$ cat config.mk
export PLATFORM = sky130hd
export DESIGN_NAME = fir_block_sequencer
export DESIGN_NICKNAME = d
export VERILOG_FILES = /design/src/rtl/fir_block_sequencer.sv
export SDC_FILE = /design/constraint.sdc
export NUM_CORES = 1
export LEC_CHECK = 0
export ABC_AREA = 1
export CAP_MARGIN = 0
export CORE_MARGIN = 2
export CORE_UTILIZATION = 55
export DETAILED_ROUTE_END_ITERATION = 8
export DONT_BUFFER_PORTS = 1
export GPL_TIMING_DRIVEN = 0
export PLACE_DENSITY = 0.66
export SLEW_MARGIN = 20
export SYNTH_ARGS = -nofsm -noshare
export SYNTH_HDL_FRONTEND = slang
export SYNTH_SLANG_ARGS = --single-unit
$ cat constraint.sdc
create_clock -name iClock -period 19.05 [get_ports iClock]
set_input_delay 2.8575 -clock iClock [delete_from_list [all_inputs] [get_ports iClock]]
set_output_delay 2.8575 -clock iClock [all_outputs]
set_load 0.01 [all_outputs]
$ cat src/rtl/fir_block_sequencer.sv
// Per-block sequencer for a FIR12 residual filter: coefficient bank, serial load, settle gap, sample stream, drain.
// Optional drain watchdog compiled in with `define FIR_SEQ_TIMEOUT_EN.
module fir_block_sequencer #(
  parameter int ORDER         = 12,
  parameter int COEFF_W       = 12,
  parameter int SAMPLE_W      = 16,
  parameter int BLOCK_SIZE    = 4096,
  parameter int SETTLE_CYCLES = 5,
  parameter int DRAIN_TIMEOUT = 64
) (
  input  logic                iClock,
  input  logic                iReset,
  input  logic                iEnable,
  input  logic                iStart,
  input  logic                iCoeffWrEn,
  input  logic [3:0]          iCoeffAddr,
  input  logic [COEFF_W-1:0]  iCoeffData,
  input  logic                iSampleValid,
  input  logic [SAMPLE_W-1:0] iSample,
  output logic                oSampleReady,
  input  logic                iResidualValid,
  output logic                oFirEnable,
  output logic                oFirReset,
  output logic                oFirLoad,
  output logic [COEFF_W-1:0]  oFirQLP,
  output logic                oFirValid,
  output logic [SAMPLE_W-1:0] oFirSample,
  output logic                oBusy,
  output logic                oDone,
  output logic                oTimeout
);

  localparam int CNT_W = $clog2(BLOCK_SIZE + 1);
  localparam int SET_W = (SETTLE_CYCLES > 1) ? $clog2(SETTLE_CYCLES) : 1;
  localparam logic [CNT_W-1:0] BLK_FULL = CNT_W'(BLOCK_SIZE);
  localparam logic [CNT_W-1:0] BLK_LAST = CNT_W'(BLOCK_SIZE - 1);

  if (ORDER < 1 || ORDER > 16 || BLOCK_SIZE < 1 || SETTLE_CYCLES < 1 || DRAIN_TIMEOUT < 1) begin : g_bad_params
    $error("fir_block_sequencer: parameter out of range");
  end

  typedef enum logic [2:0] {
    S_IDLE,
    S_LOAD,
    S_SETTLE,
    S_STREAM,
    S_DRAIN,
    S_DONE
  } state_t;

  state_t               r_state;
  logic [COEFF_W-1:0]   r_bank [ORDER];
  logic [3:0]           r_k;
  logic [SET_W-1:0]     r_settle;
  logic [CNT_W-1:0]     r_sample_cnt;
  logic [CNT_W-1:0]     r_resid_cnt;
  logic                 r_sample_ready;
  logic                 r_fir_reset;
  logic                 r_fir_load;
  logic [COEFF_W-1:0]   r_fir_qlp;
  logic                 r_fir_valid;
  logic [SAMPLE_W-1:0]  r_fir_sample;
  logic                 r_busy;
  logic                 r_done;

  logic                 w_accept;
  logic                 w_coeff_we;
  logic                 w_resid_inc;
  logic [3:0]           w_k_next;

`ifdef FIR_SEQ_TIMEOUT_EN
  localparam int DRN_W = $clog2(DRAIN_TIMEOUT + 1);
  logic [DRN_W-1:0]     r_drain_cnt;
  logic                 r_timeout;
`endif

  assign w_accept    = iEnable & iSampleValid & r_sample_ready;
  assign w_coeff_we  = iEnable & iCoeffWrEn & (r_state == S_IDLE) & ({1'b0, iCoeffAddr} < 5'(ORDER));
  assign w_resid_inc = iEnable & iResidualValid & (r_resid_cnt != BLK_FULL) &
                       ((r_state == S_STREAM) || (r_state == S_DRAIN));
  assign w_k_next    = r_k + 4'd1;

  // One register per bank slot; only reachable from IDLE, so the LOAD walk never races a write.
  for (genvar gi = 0; gi < ORDER; gi++) begin : g_bank
    always_ff @(posedge iClock or posedge iReset) begin
      if (iReset) begin
        r_bank[gi] <= '0;
      end else if (w_coeff_we && (iCoeffAddr == 4'(gi))) begin
        r_bank[gi] <= iCoeffData;
      end
    end
  end

  always_ff @(posedge iClock or posedge iReset) begin
    if (iReset) begin
      r_state        <= S_IDLE;
      r_k            <= '0;
      r_settle       <= '0;
      r_sample_cnt   <= '0;
      r_resid_cnt    <= '0;
      r_sample_ready <= 1'b0;
      r_fir_reset    <= 1'b1;
      r_fir_load     <= 1'b0;
      r_fir_qlp      <= '0;
      r_fir_valid    <= 1'b0;
      r_fir_sample   <= '0;
      r_busy         <= 1'b0;
      r_done         <= 1'b0;
`ifdef FIR_SEQ_TIMEOUT_EN
      r_drain_cnt    <= '0;
      r_timeout      <= 1'b0;
`endif
    end else if (iEnable) begin
      r_done <= 1'b0;
      if (w_resid_inc) begin
        r_resid_cnt <= r_resid_cnt + 1'b1;
      end
      case (r_state)
        S_IDLE: begin
          r_fir_reset <= 1'b1;
          r_busy      <= 1'b0;
          r_fir_valid <= 1'b0;
          if (iStart) begin
            // Filter leaves reset on the same edge that presents coefficient 0.
            r_state     <= S_LOAD;
            r_fir_reset <= 1'b0;
            r_busy      <= 1'b1;
            r_fir_load  <= 1'b1;
            r_fir_qlp   <= r_bank[0];
            r_k         <= '0;
`ifdef FIR_SEQ_TIMEOUT_EN
            r_timeout   <= 1'b0;
`endif
          end
        end
        S_LOAD: begin
          if (r_k == 4'(ORDER - 1)) begin
            r_state    <= S_SETTLE;
            r_fir_load <= 1'b0;
            r_fir_qlp  <= '0;
            r_settle   <= '0;
          end else begin
            r_k       <= w_k_next;
            r_fir_qlp <= r_bank[w_k_next];
          end
        end
        S_SETTLE: begin
          if (r_settle == SET_W'(SETTLE_CYCLES - 1)) begin
            r_state        <= S_STREAM;
            r_sample_ready <= 1'b1;
          end else begin
            r_settle <= r_settle + 1'b1;
          end
        end
        S_STREAM: begin
          r_fir_valid <= w_accept;
          if (w_accept) begin
            r_fir_sample <= iSample;
            r_sample_cnt <= r_sample_cnt + 1'b1;
            if (r_sample_cnt == BLK_LAST) begin
              r_sample_ready <= 1'b0;
              r_state        <= S_DRAIN;
`ifdef FIR_SEQ_TIMEOUT_EN
              r_drain_cnt    <= '0;
`endif
            end
          end
        end
        S_DRAIN: begin
          r_fir_valid <= 1'b0;
          if (r_resid_cnt == BLK_FULL) begin
            r_state <= S_DONE;
            r_done  <= 1'b1;
          end
`ifdef FIR_SEQ_TIMEOUT_EN
          else if (r_drain_cnt == DRN_W'(DRAIN_TIMEOUT - 1)) begin
            r_state   <= S_DONE;
            r_done    <= 1'b1;
            r_timeout <= 1'b1;
          end else begin
            r_drain_cnt <= r_drain_cnt + 1'b1;
          end
`endif
        end
        S_DONE: begin
          r_state      <= S_IDLE;
          r_fir_reset  <= 1'b1;
          r_busy       <= 1'b0;
          r_sample_cnt <= '0;
          r_resid_cnt  <= '0;
          r_k          <= '0;
          r_settle     <= '0;
`ifdef FIR_SEQ_TIMEOUT_EN
          r_drain_cnt  <= '0;
`endif
        end
        default: begin
          r_state <= S_IDLE;
        end
      endcase
    end
  end

  assign oFirEnable   = iEnable;
  assign oSampleReady = r_sample_ready & iEnable;
  assign oFirReset    = r_fir_reset;
  assign oFirLoad     = r_fir_load;
  assign oFirQLP      = r_fir_qlp;
  assign oFirValid    = r_fir_valid;
  assign oFirSample   = r_fir_sample;
  assign oBusy        = r_busy;
  assign oDone        = r_done;
`ifdef FIR_SEQ_TIMEOUT_EN
  assign oTimeout     = r_timeout;
`else
  assign oTimeout     = 1'b0;
`endif

endmodule

==> key figures <==
Outcome
  – Status: completed

Detailed routing
  – DRC: 0
  – Metal3 WL: 1713 um
  – Vias: 9,108
  – DR top layer: met4
  – DR WL met2: around 13,000 um
  – WL met1: about 13,000 um
  – Routed WL: 28,090 um
  – Initial drt markers: around 610
  – Post-DRT Antenna Nets: 0
  – Vias per std cell: 5.302
  – Routed wire per std cell: roughly 16 um
  – Initial DRT Pass Iterations: 5

Final layout
  – NumNets Final: around 1,500
  – Area grow syn2layout: 10.46%
  – Seq. cell area: 5356 sq um
  – Layout Cells excl Fill: 1,718
  – Diode count: 0
  – Area of the multi-input gates: roughly 4400 sq um
  – Fillers: approximately 1,800
  – Share of layout cells above drive strength 1: under 10%

Die
  – Die width: approximately 140 um
  – Total die area: roughly 21,000 sq um
  – Initial Utilization: between 50% and 60%
  – Boundary pin count: 75
  – Die H: ~140 um
  – Core Area: about 19,000 sq um
  – Row Count: 51

Critical path
  – Terminus of the critical flop-to-flop path: oFirQLP[1]$_DFFE_PP0P_
  – Max FO, Critical Path: 7
  – Crit path arrival time: 3.17 ns
  – Type of the worst setup path: primary input to primary output
  – R2R depth: 9
  – CP required: roughly 16 ns
  – R2r setup slk: about 17 ns
  – Worst setup EP type: primary output
  – Crit path to: oSampleReady
  – Crit path launch: iEnable
  – CP startpoint kind: primary input
  – Worst R2R Start: r_k[0]$_DFFE_PP0P_

Power and ir drop
  – PD cells: ~150 nW/um^2
  – Sw Share: 40.24%
  – VDD IR max: between 70 and 80 uV
  – Internal: around 0.0011 W
  – Clock share of power: about a quarter
  – Flop pwr share: 39.5%
  – NetSw: roughly 0.0007 W
  – Comb power frac: between 30 and 40%
  – Static Leak: slightly below 6 nW

Clock network
  – Hold_buf cts: 0
  – Reg clk slew, reported paths: around 0.050 ns
  – CTS Root Cell: clkbuf_16
  – Post_cts resized: 0
  – CTS tree: done
  – Number of buffers created by CTS: 24
  – H-tree level count: 1
  – Post-CTS Setup Repair Bufs: 0
  – Clock Sinks: ~210
  – Clock latency on the worst-skew pair: approximately 0.52 ns
  – Max clock buf depth: 3

STA
  – Least-Margin Pin Slew: around 0.83 ns
  – Worst relative slew slack: 44.47%
  – Final setup TNS: 0 ns
  – Final Hold Fails: 0
  – Final period utilization: 31.63%
  – Highest clock rate: about 170 MHz
  – Minimum clock period: approximately 6 ns
  – Layout Skew: 0.01363 ns
  – RSZ-0062 raised after global routing: no
  – Final Setup Violations: 0
  – Slew Viols, Final: 0

Place
  – Placed instance count: around 1,700
  – RD Place Congestion: around 1.0
  – Post-DP HPWL: 20,310 um
  – PortBufs: 0

Synthesis
  – Synthesized cell area: 10,790 sq um
  – Yosys warns: 0
  – Avg Cell Area, Syn: about 7.6 sq um
  – #FFs+latches synth: ~210
  – Synth Flop Type: dfrtp_1
  – Synthesized net count: about 1,500
  – Post-Syn Instances: around 1,400
  – Synth async-reset ratio: 100.0%
  – Synth cell types: 36
  – Seq/Total Area, Yosys: 49.64%
  – Post-synth EDFFs: 0

Global routing
  – First-pass GRT wire length: approximately 44,000 um
  – Vias in the first global route: 8,379
  – GRT overflow: 0
  – GRT Resource Usage Total: between 20% and 30%
  – Initial antenna violation count: 0
  – Pin count of the biggest net entering global routing: 107

Hold path
  – HP Class: flip-flop to flip-flop

Job
  – Max-cap violations: 0
==> placed cells by master, fill, tap and decap left out, types with 2 or more instances in the layout <==
| master | instances |
|---|---|
| nor2_4 | 6 |
| clkbuf_8 | 2 |
| nand2_1 | 468 |
| clkinv_2 | 2 |
| dfrtp_1 | 213 |
| nand3_1 | 104 |
| nand4_4 | 5 |
| nor2_1 | 75 |
| ha_1 | 6 |
| xor2_1 | 9 |
| a21oi_1 | 35 |
| nand3_2 | 3 |
| buf_2 | 26 |
| o31ai_1 | 2 |
| nor3_2 | 2 |
| buf_16 | 2 |
| xnor2_1 | 2 |
| clkbuf_1 | 42 |
| o21ai_1 | 129 |
| buf_6 | 11 |
| inv_2 | 7 |
| nor3b_1 | 3 |
| clkbuf_16 | 25 |
| o21ai_0 | 69 |
| buf_1 | 2 |
| nand2_2 | 8 |
| inv_1 | 154 |
| buf_4 | 5 |
| nand4_1 | 7 |
| nor3_1 | 15 |
| nor2_2 | 2 |
==> cell usage after synthesis, drive strengths merged (9+ instances only) <==
master	n	area share (%)
dfrtp	213	49
nor3	17	0.88
nand2	477	17
inv	163	5.7
nand3	107	5.1
clkbuf	33	1.1
xor2	9	0.73
o21ai	199	9.3
buf	44	2.8
nor2	83	3.4
nand4	13	1.5
a21oi	35	1.6
==> state kept, by name (all words and copies together), names as in the netlist, 3 cells and up <==
register	flops
oFirQLP	12
oFirSample	16
r_bank	144
r_k	4
r_resid_cnt	13
r_sample_cnt	13
r_settle	3
r_state	3
==> worst max-delay path, stage by stage <==
cell and delay [ns]:
buf_4 0.14, nand2_1 0.06, inv_1 0.11
==> power by group through the flow <==
stage	Sequential [W]	Clock (W)	Combinational, W
2_1_floorplan	0.000678	0	0.000461
3_3_place_gp	0.000700	0	0.000612
3_5_place_dp	0.000702	0	0.000623
4_1_cts	0.000696	0.000445	0.000627
5_1_grt	0.000715	0.000465	0.000713
6_report	0.000697	0.000437	0.000632
==> layout make-up <==
cell class	instances	share of cell area, %
sequential	214	44.94
multi-input combinational	957	36.89
clock buffer	36	5.763
inverter	163	5.217
buffer	77	3.548
tap	265	2.782
timing repair buffer	2	0.4619
clock inverter	4	0.3989
==> worst min path at each step <==
stage / cells after the start / startpoint / end / slack (ns)
after floorplan: 2 / r_bank[45]$_DFFE_PP0P_ / r_bank[45]$_DFFE_PP0P_ / 0.45
after global placement: 2 / r_bank[115]$_DFFE_PP0P_ / r_bank[115]$_DFFE_PP0P_ / 0.47
after detailed placement: 2 / r_bank[45]$_DFFE_PP0P_ / r_bank[45]$_DFFE_PP0P_ / 0.47
after CTS: 2 / r_bank[45]$_DFFE_PP0P_ / r_bank[45]$_DFFE_PP0P_ / 0.49
after global routing: 2 / r_bank[47]$_DFFE_PP0P_ / r_bank[47]$_DFFE_PP0P_ / 0.50
final: 2 / r_bank[45]$_DFFE_PP0P_ / r_bank[45]$_DFFE_PP0P_ / 0.48
==> logic make-up (layout without fill, tap and decap cells) <==
kind of cell / count (synthesis) / count (layout) / synth area share [%]
buffers and inverters: 240 / 282 / 9.613
flip-flops: 214 / 214 / 49.64
XOR/XNOR: 11 / 11 / 0.8929
AO/OA/AOI/OAI: 238 / 238 / 11.17
adder cells (fa/ha/maj): 6 / 6 / 0.6957
AND/OR/NAND/NOR: 701 / 701 / 27.96
other: 1 / 1 / 0.03475
==> routing by layer <==
layer | vias up | GRT usage, %
li1 | 4511 | -
met1 | 4277 | 38.32
met2 | 274 | 43.38
met3 | 46 | 3.974
met4 | 0 | 8.875
met5 | - | 0
==> stage by stage <==
| stage | hold slack, ns | worst slack [ns] | total power, W | area [sq um] | util, % |
|---|---|---|---|---|---|
| after floorplan | 0.4496 | 10.34 | 0.001139 | 10790 | - |
| after global placement | 0.4667 | 7.956 | 0.001311 | 11120 | 57.52 |
| after detailed placement | 0.4735 | 13.02 | 0.001326 | 11180 | 57.85 |
| after CTS | 0.4861 | 13.02 | 0.001769 | 11920 | 61.65 |
| after global routing | 0.5042 | 12.98 | 0.001894 | 11920 | 61.65 |
| final | 0.4782 | 13.02 | 0.001766 | 11920 | 61.65 |
(Power assumes the default switching activity.)
